$ cat src/rtl/fpga_cfg_pkg.sv
// Shared definitions for the configuration-chain loader: register map,
// STATUS bit positions, FSM states and the clock-divider helper.
package fpga_cfg_pkg;

    localparam logic [1:0] REG_CTRL   = 2'd0;
    localparam logic [1:0] REG_LEN    = 2'd1;
    localparam logic [1:0] REG_DATA   = 2'd2;
    localparam logic [1:0] REG_STATUS = 2'd3;

    localparam int STAT_BUSY     = 0;
    localparam int STAT_DONE     = 1;
    localparam int STAT_FULL     = 2;
    localparam int STAT_EMPTY    = 3;
    localparam int STAT_UNDERRUN = 4;
    localparam int STAT_OVERFLOW = 5;

    localparam logic [7:0] CLKDIV_RST = 8'd1;

    typedef enum logic [1:0] {
        S_IDLE,
        S_RST,
        S_SHIFT,
        S_DONE
    } cfg_state_e;

    // A divider of 0 would give a 2-cycle bit period; it is promoted to 1.
    function automatic logic [7:0] eff_div(input logic [7:0] div);
        return (div == 8'd0) ? 8'd1 : div;
    endfunction

endpackage

$ cat src/rtl/fpga_cfg_loader_fifo.sv
// 32-bit show-ahead word FIFO holding bitstream words until the shifter
// needs them. Flush empties it in one cycle and dominates push/pop.
module cfg_word_fifo #(
    parameter int DEPTH = 8
) (
    input  logic                     clk,
    input  logic                     rst,
    input  logic                     flush,
    input  logic                     push,
    input  logic [31:0]              din,
    input  logic                     pop,
    output logic [31:0]              dout,
    output logic                     full,
    output logic                     empty,
    output logic [$clog2(DEPTH):0]   level
);
    localparam int AW = $clog2(DEPTH);

    logic [31:0] mem_q [DEPTH];
    logic [AW-1:0] wr_q, wr_d, rd_q, rd_d;
    logic [AW:0]   cnt_q, cnt_d;
    logic          do_push, do_pop;

    assign full    = (cnt_q == (AW+1)'(DEPTH));
    assign empty   = (cnt_q == '0);
    assign level   = cnt_q;
    assign dout    = mem_q[rd_q];
    assign do_push = push & ~full;
    assign do_pop  = pop & ~empty;

    // Pointer and occupancy update.
    always_comb begin
        wr_d  = wr_q;
        rd_d  = rd_q;
        cnt_d = cnt_q;
        if (flush) begin
            wr_d  = '0;
            rd_d  = '0;
            cnt_d = '0;
        end else begin
            if (do_push) wr_d = wr_q + AW'(1);
            if (do_pop)  rd_d = rd_q + AW'(1);
            cnt_d = cnt_q + (AW+1)'(do_push) - (AW+1)'(do_pop);
        end
    end

    // Pointer registers.
    always_ff @(posedge clk or posedge rst) begin
        if (rst) begin
            wr_q  <= '0;
            rd_q  <= '0;
            cnt_q <= '0;
        end else begin
            wr_q  <= wr_d;
            rd_q  <= rd_d;
            cnt_q <= cnt_d;
        end
    end

    // Storage; contents are don't-care while the FIFO is empty.
    always_ff @(posedge clk) begin
        if (do_push && !flush) mem_q[wr_q] <= din;
    end

endmodule

$ cat src/rtl/fpga_cfg_loader.sv
// Wishbone-slave bitstream loader: buffers words, pulses prog_reset, then
// shifts LEN bits MSB-first into the fabric chain and captures ccff_tail.
//
// state   | meaning
// IDLE    | waiting for START, fabric not isolated
// RST     | prog_reset high for RST_CYCLES cycles, fabric isolated
// SHIFT   | clocking bits out on prog_clk (stalls low on FIFO underrun)
// DONE    | one cycle: set done, pulse cfg_irq, release isolation
module fpga_cfg_loader
    import fpga_cfg_pkg::*;
#(
    parameter int FIFO_DEPTH = 8,
    parameter int LEN_W      = 20,
    parameter int RST_CYCLES = 16
) (
    input  logic        wb_clk_i,
    input  logic        wb_rst_i,
    input  logic        wbs_stb_i,
    input  logic        wbs_cyc_i,
    input  logic        wbs_we_i,
    input  logic [3:0]  wbs_sel_i,
    input  logic [3:0]  wbs_adr_i,
    input  logic [31:0] wbs_dat_i,
    output logic        wbs_ack_o,
    output logic [31:0] wbs_dat_o,
    input  logic        ccff_tail,
    output logic        prog_clk,
    output logic        prog_reset,
    output logic        ccff_head,
    output logic        isol_n,
    output logic        cfg_irq
);
    localparam int LVL_W = $clog2(FIFO_DEPTH) + 1;

    cfg_state_e        state_q, state_d;
    logic [15:0]       tmr_q, tmr_d;
    logic [LEN_W-1:0]  bits_q, bits_d, len_q, len_d;
    logic [31:0]       sr_q, sr_d, cap_q, cap_d, dat_q, dat_d;
    logic [5:0]        sr_cnt_q, sr_cnt_d;
    logic [7:0]        clkdiv_q, clkdiv_d, div_e;
    logic              need_q, need_d, pclk_q, pclk_d, head_q, head_d;
    logic              done_q, done_d, unf_q, unf_d, ovf_q, ovf_d, ack_q, ack_d;

    logic              acc, wr, ctrl_wr, len_wr, data_wr, start_req, abort_req;
    logic              fifo_pop, fifo_flush, fifo_full, fifo_empty, want_bit;
    logic [31:0]       fifo_dout, status_w;
    logic [LVL_W-1:0]  fifo_level;
    logic              unused_ok;

    assign unused_ok = ^{wbs_sel_i, wbs_adr_i[1:0]};

    assign acc       = wbs_stb_i & wbs_cyc_i & ~ack_q;
    assign wr        = acc & wbs_we_i;
    assign ctrl_wr   = wr && (wbs_adr_i[3:2] == REG_CTRL);
    assign len_wr    = wr && (wbs_adr_i[3:2] == REG_LEN);
    assign data_wr   = wr && (wbs_adr_i[3:2] == REG_DATA);
    assign abort_req = ctrl_wr & wbs_dat_i[1];
    assign start_req = ctrl_wr & wbs_dat_i[0] & ~wbs_dat_i[1];
    assign div_e     = eff_div(clkdiv_q);

    cfg_word_fifo #(.DEPTH(FIFO_DEPTH)) u_fifo (
        .clk   (wb_clk_i),
        .rst   (wb_rst_i),
        .flush (fifo_flush),
        .push  (data_wr),
        .din   (wbs_dat_i),
        .pop   (fifo_pop),
        .dout  (fifo_dout),
        .full  (fifo_full),
        .empty (fifo_empty),
        .level (fifo_level)
    );

    // Sequencer, shifter and register writes.
    always_comb begin
        state_d    = state_q;
        tmr_d      = tmr_q;
        bits_d     = bits_q;
        sr_d       = sr_q;
        sr_cnt_d   = sr_cnt_q;
        need_d     = need_q;
        pclk_d     = pclk_q;
        head_d     = head_q;
        cap_d      = cap_q;
        done_d     = done_q;
        unf_d      = unf_q;
        ovf_d      = ovf_q;
        len_d      = len_q;
        clkdiv_d   = clkdiv_q;
        fifo_pop   = 1'b0;
        fifo_flush = 1'b0;
        want_bit   = 1'b0;

        if (ctrl_wr) clkdiv_d = wbs_dat_i[15:8];
        if (len_wr)  len_d = wbs_dat_i[LEN_W-1:0];
        if (data_wr && fifo_full) ovf_d = 1'b1;

        case (state_q)
            S_IDLE: begin
                if (start_req) begin
                    done_d   = 1'b0;
                    unf_d    = 1'b0;
                    ovf_d    = 1'b0;
                    sr_cnt_d = '0;
                    bits_d   = len_q;
                    tmr_d    = 16'(RST_CYCLES - 1);
                    state_d  = (len_q == '0) ? S_DONE : S_RST;
                end
            end
            S_RST: begin
                if (tmr_q == '0) begin
                    state_d = S_SHIFT;
                    need_d  = 1'b1;
                end else begin
                    tmr_d = tmr_q - 16'd1;
                end
            end
            S_SHIFT: begin
                if (need_q) begin
                    want_bit = 1'b1;
                end else if (tmr_q != '0) begin
                    tmr_d = tmr_q - 16'd1;
                end else if (!pclk_q) begin
                    pclk_d = 1'b1;
                    tmr_d  = {8'd0, div_e};
                    cap_d  = {cap_q[30:0], ccff_tail};
                    bits_d = bits_q - LEN_W'(1);
                end else begin
                    pclk_d = 1'b0;
                    if (bits_q == '0) begin
                        state_d = S_DONE;
                        head_d  = 1'b0;
                    end else begin
                        want_bit = 1'b1;
                    end
                end
            end
            S_DONE: begin
                done_d  = 1'b1;
                state_d = S_IDLE;
            end
            default: state_d = S_IDLE;
        endcase

        // Next bit goes out together with the falling edge of prog_clk.
        if (want_bit) begin
            if (sr_cnt_q != '0) begin
                head_d   = sr_q[31];
                sr_d     = {sr_q[30:0], 1'b0};
                sr_cnt_d = sr_cnt_q - 6'd1;
                need_d   = 1'b0;
                tmr_d    = {8'd0, div_e};
            end else if (!fifo_empty) begin
                fifo_pop = 1'b1;
                head_d   = fifo_dout[31];
                sr_d     = {fifo_dout[30:0], 1'b0};
                sr_cnt_d = 6'd31;
                need_d   = 1'b0;
                tmr_d    = {8'd0, div_e};
            end else begin
                need_d = 1'b1;
                unf_d  = 1'b1;
            end
        end

        if (abort_req && state_q != S_IDLE) begin
            state_d    = S_IDLE;
            pclk_d     = 1'b0;
            head_d     = 1'b0;
            need_d     = 1'b0;
            fifo_pop   = 1'b0;
            fifo_flush = 1'b1;
            done_d     = done_q;
        end
    end

    // Wishbone acknowledge and read-data capture.
    always_comb begin
        status_w                = '0;
        status_w[STAT_BUSY]     = (state_q != S_IDLE);
        status_w[STAT_DONE]     = done_q;
        status_w[STAT_FULL]     = fifo_full;
        status_w[STAT_EMPTY]    = fifo_empty;
        status_w[STAT_UNDERRUN] = unf_q;
        status_w[STAT_OVERFLOW] = ovf_q;
        status_w[15:8]          = 8'(fifo_level);
        ack_d = acc;
        dat_d = dat_q;
        if (acc && !wbs_we_i) begin
            case (wbs_adr_i[3:2])
                REG_CTRL: dat_d = {16'd0, clkdiv_q, 8'd0};
                REG_LEN:  dat_d = 32'(len_q);
                REG_DATA: dat_d = cap_q;
                default:  dat_d = status_w;
            endcase
        end
    end

    // State registers.
    always_ff @(posedge wb_clk_i or posedge wb_rst_i) begin
        if (wb_rst_i) begin
            state_q  <= S_IDLE;
            tmr_q    <= '0;
            bits_q   <= '0;
            sr_q     <= '0;
            sr_cnt_q <= '0;
            need_q   <= 1'b0;
            pclk_q   <= 1'b0;
            head_q   <= 1'b0;
            cap_q    <= '0;
            done_q   <= 1'b0;
            unf_q    <= 1'b0;
            ovf_q    <= 1'b0;
            len_q    <= '0;
            clkdiv_q <= CLKDIV_RST;
            ack_q    <= 1'b0;
            dat_q    <= '0;
        end else begin
            state_q  <= state_d;
            tmr_q    <= tmr_d;
            bits_q   <= bits_d;
            sr_q     <= sr_d;
            sr_cnt_q <= sr_cnt_d;
            need_q   <= need_d;
            pclk_q   <= pclk_d;
            head_q   <= head_d;
            cap_q    <= cap_d;
            done_q   <= done_d;
            unf_q    <= unf_d;
            ovf_q    <= ovf_d;
            len_q    <= len_d;
            clkdiv_q <= clkdiv_d;
            ack_q    <= ack_d;
            dat_q    <= dat_d;
        end
    end

    assign wbs_ack_o  = ack_q;
    assign wbs_dat_o  = dat_q;
    assign prog_clk   = pclk_q;
    assign ccff_head  = head_q;
    assign prog_reset = (state_q == S_RST);
    assign isol_n     = !(state_q == S_RST || state_q == S_SHIFT);
    assign cfg_irq    = (state_q == S_DONE);

endmodule

$ cat config.mk
export PLATFORM = sky130hd
export DESIGN_NAME = fpga_cfg_loader
export DESIGN_NICKNAME = d
export VERILOG_FILES = /design/src/rtl/fpga_cfg_pkg.sv /design/src/rtl/fpga_cfg_loader_fifo.sv /design/src/rtl/fpga_cfg_loader.sv
export SDC_FILE = /design/constraint.sdc
export NUM_CORES = 1
export LEC_CHECK = 0
export CELL_PAD_IN_SITES_DETAIL_PLACEMENT = 1
export CELL_PAD_IN_SITES_GLOBAL_PLACEMENT = 1
export CORE_MARGIN = 2
export CORE_UTILIZATION = 54
export DETAILED_ROUTE_END_ITERATION = 7
export HOLD_SLACK_MARGIN = 0.08
export MAX_ROUTING_LAYER = met4
export PLACE_DENSITY_LB_ADDON = 0.1
export SYNTH_ARGS = -nofsm -noshare
export SYNTH_HDL_FRONTEND = slang
export SYNTH_HIERARCHICAL = 1
export SYNTH_SLANG_ARGS = --single-unit
$ cat constraint.sdc
create_clock -name wb_clk_i -period 14.85 [get_ports wb_clk_i]
set_clock_uncertainty 0.2 [all_clocks]
set_input_delay 2.97 -clock wb_clk_i [delete_from_list [all_inputs] [get_ports wb_clk_i]]
set_output_delay 2.97 -clock wb_clk_i [all_outputs]
set_load 0.01 [all_outputs]
# After elaboration in Yosys (flattened, before gate mapping)

Memory sizes are Yosys's and may differ from the RTL's.
Index checks and enable logic that the tools add are counted.

Bits in registers: 185
Bits in writable memories: 256
Word-level logic and storage cells: 176
Memories kept: 1

Memories:

| name         | words | bits a word | rd ports | clocked after Yosys merged registers in | write ports | RTL line                   | source |
|---|---|---|---|---|---|---|---|
| u_fifo.mem_q | 8     | 32          | 1        | 0                                       | 1           | fpga_cfg_loader_fifo.sv:19 | `logic [31:0] mem_q [DEPTH];` |

$add $sub $neg: 7
Equal/unequal tests: 19
Mux-type cells: 79
Bitwise logic cells: 16
Reductions and logical operators: 35

Operators by type and width:

| cell                                                                 | count |
|---|---|
| 16-bit 2-to-1 mux                                                    | 8 |
| 32-bit one-hot mux with 3 select lines                               | 1 |
| 20-bit 2-to-1 mux                                                    | 4 |
| 32-bit 2-to-1 mux                                                    | 2 |
| 16-bit one-hot mux with 3 select lines                               | 1 |
| 1-bit 2-to-1 mux                                                     | 41 |
| 20-bit logical NOT                                                   | 2 |
| 20-bit one-hot mux with 2 select lines                               | 1 |
| 6-bit 2-to-1 mux                                                     | 5 |
| 20-bit by 1-bit subtractor with 20-bit output, second input constant | 1 |
| 16-bit logical NOT                                                   | 1 |
| 2-bit 2-to-1 mux                                                     | 8 |
| 16-bit nonzero test                                                  | 1 |
| 16-bit by 1-bit subtractor with 16-bit output, second input constant | 1 |
| 3-bit != test, second input constant                                 | 5 |
| 3-bit 2-to-1 mux                                                     | 4 |
| 2-bit nonzero test                                                   | 6 |
| 1-bit bitwise AND                                                    | 8 |
| 8-bit logical NOT                                                    | 1 |
| 8-bit 2-to-1 mux                                                     | 1 |
| 2-bit != test, second input constant                                 | 4 |
| 1-bit NOT                                                            | 8 |
| 2-bit one-hot mux with 4 select lines                                | 1 |
| 1-bit logical AND                                                    | 7 |
| other kinds (22)                                                     | 34 |

# Longest topological paths before layout

Depth in word-level cells: 11
Depth in mapped cells: 14
Depth with buffers taken out: 14

# By module

The synthesis kept the hierarchy.

By module, submodules not included:

| module          | instances | cells an instance | area each (µm²) | seq. area each (µm²) |
|---|---|---|---|---|
| cfg_word_fifo   | 1         | 445               | 10408.7         | 7937.6 |
| fpga_cfg_loader | 1         | 992               | 8774.7          | 4355.4 |

# Worst setup path before layout

No wires, ideal clock.

Kind: input to register
Start point: in wbs_adr_i[2]
End point: mem u_fifo.mem_q[1][0], enable pin
Setup time: 0.461 ns
Arrival: 6.536 ns
Required time: 14.189 ns
Slack: 7.653 ns
Cell stages on the path: 8
Buffers on the path: 3
Cell sequence: clkbuf_1 > nor2_1 > and3_1 > and3_1 > clkbuf_1 > clkbuf_1 > nand4b_1 > nor3_1

Longest elaborated chain between the ends: 9

RTL lines:

| what                                   | RTL line                   | source |
|---|---|---|
| start, declared                        | fpga_cfg_loader.sv:22      | `input logic [3:0] wbs_adr_i,` |
| 2-bit logical NOT                      | fpga_cfg_loader.sv:54      | `assign ctrl_wr = wr && (wbs_adr_i[3:2] == REG_CTRL);` |
| 1-bit logical AND                      | fpga_cfg_loader.sv:54      |  |
| 1-bit bitwise AND                      | fpga_cfg_loader.sv:57      | `assign abort_req = ctrl_wr & wbs_dat_i[1];` |
| 1-bit logical AND                      | fpga_cfg_loader.sv:166     | `if (abort_req && state_q != S_IDLE) begin` |
| 1-bit 2-to-1 mux                       | fpga_cfg_loader.sv:166     |  |
| named net fifo_flush                   | fpga_cfg_loader.sv:45      | `logic fifo_pop, fifo_flush, fifo_full, fifo_empty, want_bit;` |
| 1-bit logical NOT                      | fpga_cfg_loader_fifo.sv:62 | `if (do_push && !flush) mem_q[wr_q] <= din;` |
| 1-bit logical AND                      | fpga_cfg_loader_fifo.sv:62 |  |
| 1-bit 2-to-1 mux                       | fpga_cfg_loader_fifo.sv:62 |  |
| 1-bit 2-to-1 mux (not written as such) | fpga_cfg_loader_fifo.sv:62 |  |
| end, declared                          | fpga_cfg_loader_fifo.sv:19 |  |

The timed path passes the listed nets, and every way through them passes these cells.

# Final worst setup path

Start point: in wbs_adr_i[2]
End point: mem u_fifo.mem_q[1][19], enable pin

Longest elaborated chain between the ends: 9

RTL lines:

| what                                       | RTL line |
|---|---|
| 2-bit logical NOT                          | fpga_cfg_loader.sv:54 |
| 1-bit logical AND                          | fpga_cfg_loader.sv:54 |
| 1-bit bitwise AND                          | fpga_cfg_loader.sv:57 |
| 1-bit logical AND                          | fpga_cfg_loader.sv:166 |
| 1-bit 2-to-1 mux                           | fpga_cfg_loader.sv:166 |
| 1-bit logical NOT                          | fpga_cfg_loader_fifo.sv:62 |
| 1-bit logical AND (*)                      | fpga_cfg_loader_fifo.sv:62 |
| 1-bit 2-to-1 mux (*)                       | fpga_cfg_loader_fifo.sv:62 |
| 1-bit 2-to-1 mux (not written as such) (*) | fpga_cfg_loader_fifo.sv:62 |

Mark *: on every way between the ends. The rest lies on a longest branch, timed or not.

==> flow_metrics.tcl <==
set metrics [dict create \
    clkSinkCount 440 \
    layout-drive-gt1-share_pct 14.9 \
    drt_iter0_markers 859 \
    track_usage_pct 28.6 \
    wire_per_inst_um 24.7 \
    grt_pass1_wl_um 76800 \
    h-tree-depth 2 \
    tns_ns 0 \
    cts_root_buffer "clkbuf_16" \
    p_leak_uw 0.00822 \
    vias 12365 \
    antennaDiodeCount 0 \
    grt_pass1_vias 12988 \
    seqCellArea_sq_um 12300 \
    tightest_slew_ns 1.15 \
    rsz0062_at_grt "no" \
    min_period_ns 7.17 \
    post_cts_buffers 0 \
    critPathLaunchType "primary input" \
    cts_resized 0 \
    cp_data_arrival_time_ns 7.19 \
    path_max_fanout 23 \
    tritoncts "done" \
    ir_worst_vdd_uv 136 \
    ant_nets 0 \
    final_hold_viol_count 0 \
    powerDensity_nw_per_um2 162 \
    synthToLayoutAreaGrowth_pct 14.1 \
    syn_nets 1501 \
    crit_path_end_kind "register" \
    max_freq_mhz 139 \
    rows 69 \
    critPathKind "in -> reg" \
    ys_async_sr_fraction_pct 41.8 \
    cts_inserted_buffers 46 \
    setup_violations 0 \
    multi_input_area_sq_um 6420 \
    grt_overflow 0 \
    synth_top_area_cell "edfxtp_1" \
    drc 0 \
    clk_pin_slew_ns 0.06 \
    cts_hold_buf 0 \
    die_width_um 192 \
    drt_pre_antenna_iters 5 \
    syn_inst 1437 \
    io_pins 84 \
    io_buffers 77 \
    start_util_pct 54.3 \
    timing.slew.headroom_pct 22.8 \
    yosysTopAreaCellShare_pct 40.1 \
    antenna_found_initial 0 \
    routed_via_density 6.18 \
    syn_area_sq_um 19200 \
    ys.flop_type "edfxtp_1" \
    yosysWarnings 6 \
    ys_seq_elements 440 \
    required_ns 14.87 \
    fp.coreArea_sq_um 35300 \
    routed_wl_um 49400 \
    syn_avg_cell_area_sq_um 13.3 \
    chipHeight_um 192 \
    grt_max_degree 101 \
    ys_seq_area_share_pct 64.1 \
    hp-class "reg -> reg" \
    insertion_delay_ns 0.59 \
    gp_congestion 0.860 \
    synth_edf_count 256 \
    fin_crit_sh_pct 48.3 \
    power.total_uw 3550 \
    maxCapViolCount 0 \
    ys_types 79 \
    hpwl_um 30000 \
    synthTopCellsByArea "edfxtp_1 (40%), dfrtp_1 (24%), mux4_2 (5.3%), nand2_1 (5.2%), mux2_2 (3.5%)" \
    hold_ws_ns 0.271 \
    run_status "finished, final reports clean" \
    die_area_sq_um 37000 \
    finish.net_count 1568 \
    fillerInstances 3353 \
    clock_path_buffers 3 \
    slew_violations 0 \
]
state kept, by name (all words and copies together) (netlist names), 2 cells and up:
signal        cells
tmr_q            16
bits_q           20
len_q            20
sr_q             31
sr_cnt_q          6
u_fifo/mem_q    256
u_fifo/level      4
wbs_dat_o        32
state_q           2
clkdiv_q          8
u_fifo/wr_q       3
u_fifo/rd_q       3
cap_q            32
layout by cell type, fill, tap and decap left out, types with 11 or more instances in the layout:
master and n:
o21ai_0 37, dfrtp_1 181, nor2b_1 13, inv_1 28, a31oi_1 42, clkbuf_16 46, mux4_1 23, buf_4 23
nand3_1 27, edfxtp_1 256, ha_1 17, nor3_1 21, clkinv_2 11, nand2_1 266, mux2_2 60, clkdlybuf4s50_1 77
nor2_1 109, mux4_2 45, a21oi_1 58, a221oi_1 12, nand2b_1 11
per-layer routing:
| metal | wire length, um | track usage, % | up-vias |
|---|---|---|---|
| met5 | 0 | - | - |
| met3 | 2440 | 4.26 | 71 |
| li1 | - | - | 5469 |
| met1 | 21600 | 38.8 | 6521 |
| met4 | 881 | 7.84 | 0 |
| met2 | 24500 | 45.7 | 304 |
worst max-delay path, cell delays in order:
cell,delay (ns)
clkdlybuf4s50_1,1.04
nor2_1,0.16
and3_1,0.39
and3_1,0.52
nand4b_1,0.59
nor3_2,0.93
buf_4,0.55
cell families (layout without fill, tap and decap cells):
| family | after synthesis | in the layout | synth area share [%] |
|---|---|---|---|
| simple gates | 519 | 519 | 12.4 |
| mux | 137 | 137 | 12.4 |
| buf+inv | 110 | 213 | 2.79 |
| compound gates | 211 | 211 | 7.02 |
| xor+xnor | 2 | 2 | 0.0913 |
| flops | 440 | 440 | 64.1 |
| fa+ha+maj | 18 | 18 | 1.21 |
final timing paths:
kind	from	endpoint	slack (ns)	depth (start not counted)
setup reg to reg	tmr_q[0]	u_fifo/level[1]	10.63	13
setup / recovery	wbs_adr_i[2]	u_fifo/mem_q[1][19]	7.68	7
hold reg to reg	wbs_dat_o[31]	wbs_dat_o[31]	0.27	2
min in group asynchronous	wb_rst_i	u_fifo/wr_q[0]	2.68	2
max in group asynchronous	wb_rst_i	tmr_q[11]	9.92	3
hold / removal	wbs_dat_o[31]	wbs_dat_o[31]	0.27	2
report_power, final:
| group | leakage, uW | internal, uW | total [uW] | switching, uW |
|---|---|---|---|---|
| sequential | 0.00462 | 1440 | 1620 | 175 |
| combinational | 0.00284 | 309 | 752 | 443 |
| clock | 0.000756 | 697 | 1180 | 480 |
| total | 0.00822 | 2450 | 3550 | 1100 |
synthesized netlist by cell type (all sizes together) (5+ instances only):
master,number
nand2b,11
nor2,116
nor3,26
nand2,266
nor4,13
a21oi,59
mux2i,8
mux2,61
nand4,8
o22ai,6
inv,29
a2bb2oi,5
dfrtp,183
a221oi,12
clkbuf,45
nor2b,14
o21ai,40
or3,5
buf,36
ha,17
nand3,27
and3,8
a31oi,42
edfxtp,256
mux4,68
metrics by stage:
step | cells | utilization, % | area (sq um) | setup slack [ns]
after floorplan | 1437 | - | 19200 | 6.96
after global placement | 1917 | 57.7 | 20400 | 7.33
after detailed placement | 1917 | 57.7 | 20400 | 7.17
after CTS | 2001 | 62.0 | 21900 | 7.74
after global routing | 2001 | 62.0 | 21900 | 7.51
final | 2001 | 62.0 | 21900 | 7.68
area by class of cell:
class	count	area share [%]
clock buffer	55	5.46
sequential	440	56.2
clock inverter	29	1.53
multi-input combinational	887	29.4
tap	461	2.64
timing repair buffer	100	4.31
inverter	29	0.520
No activity file was read; power rests on OpenSTA's default activity.
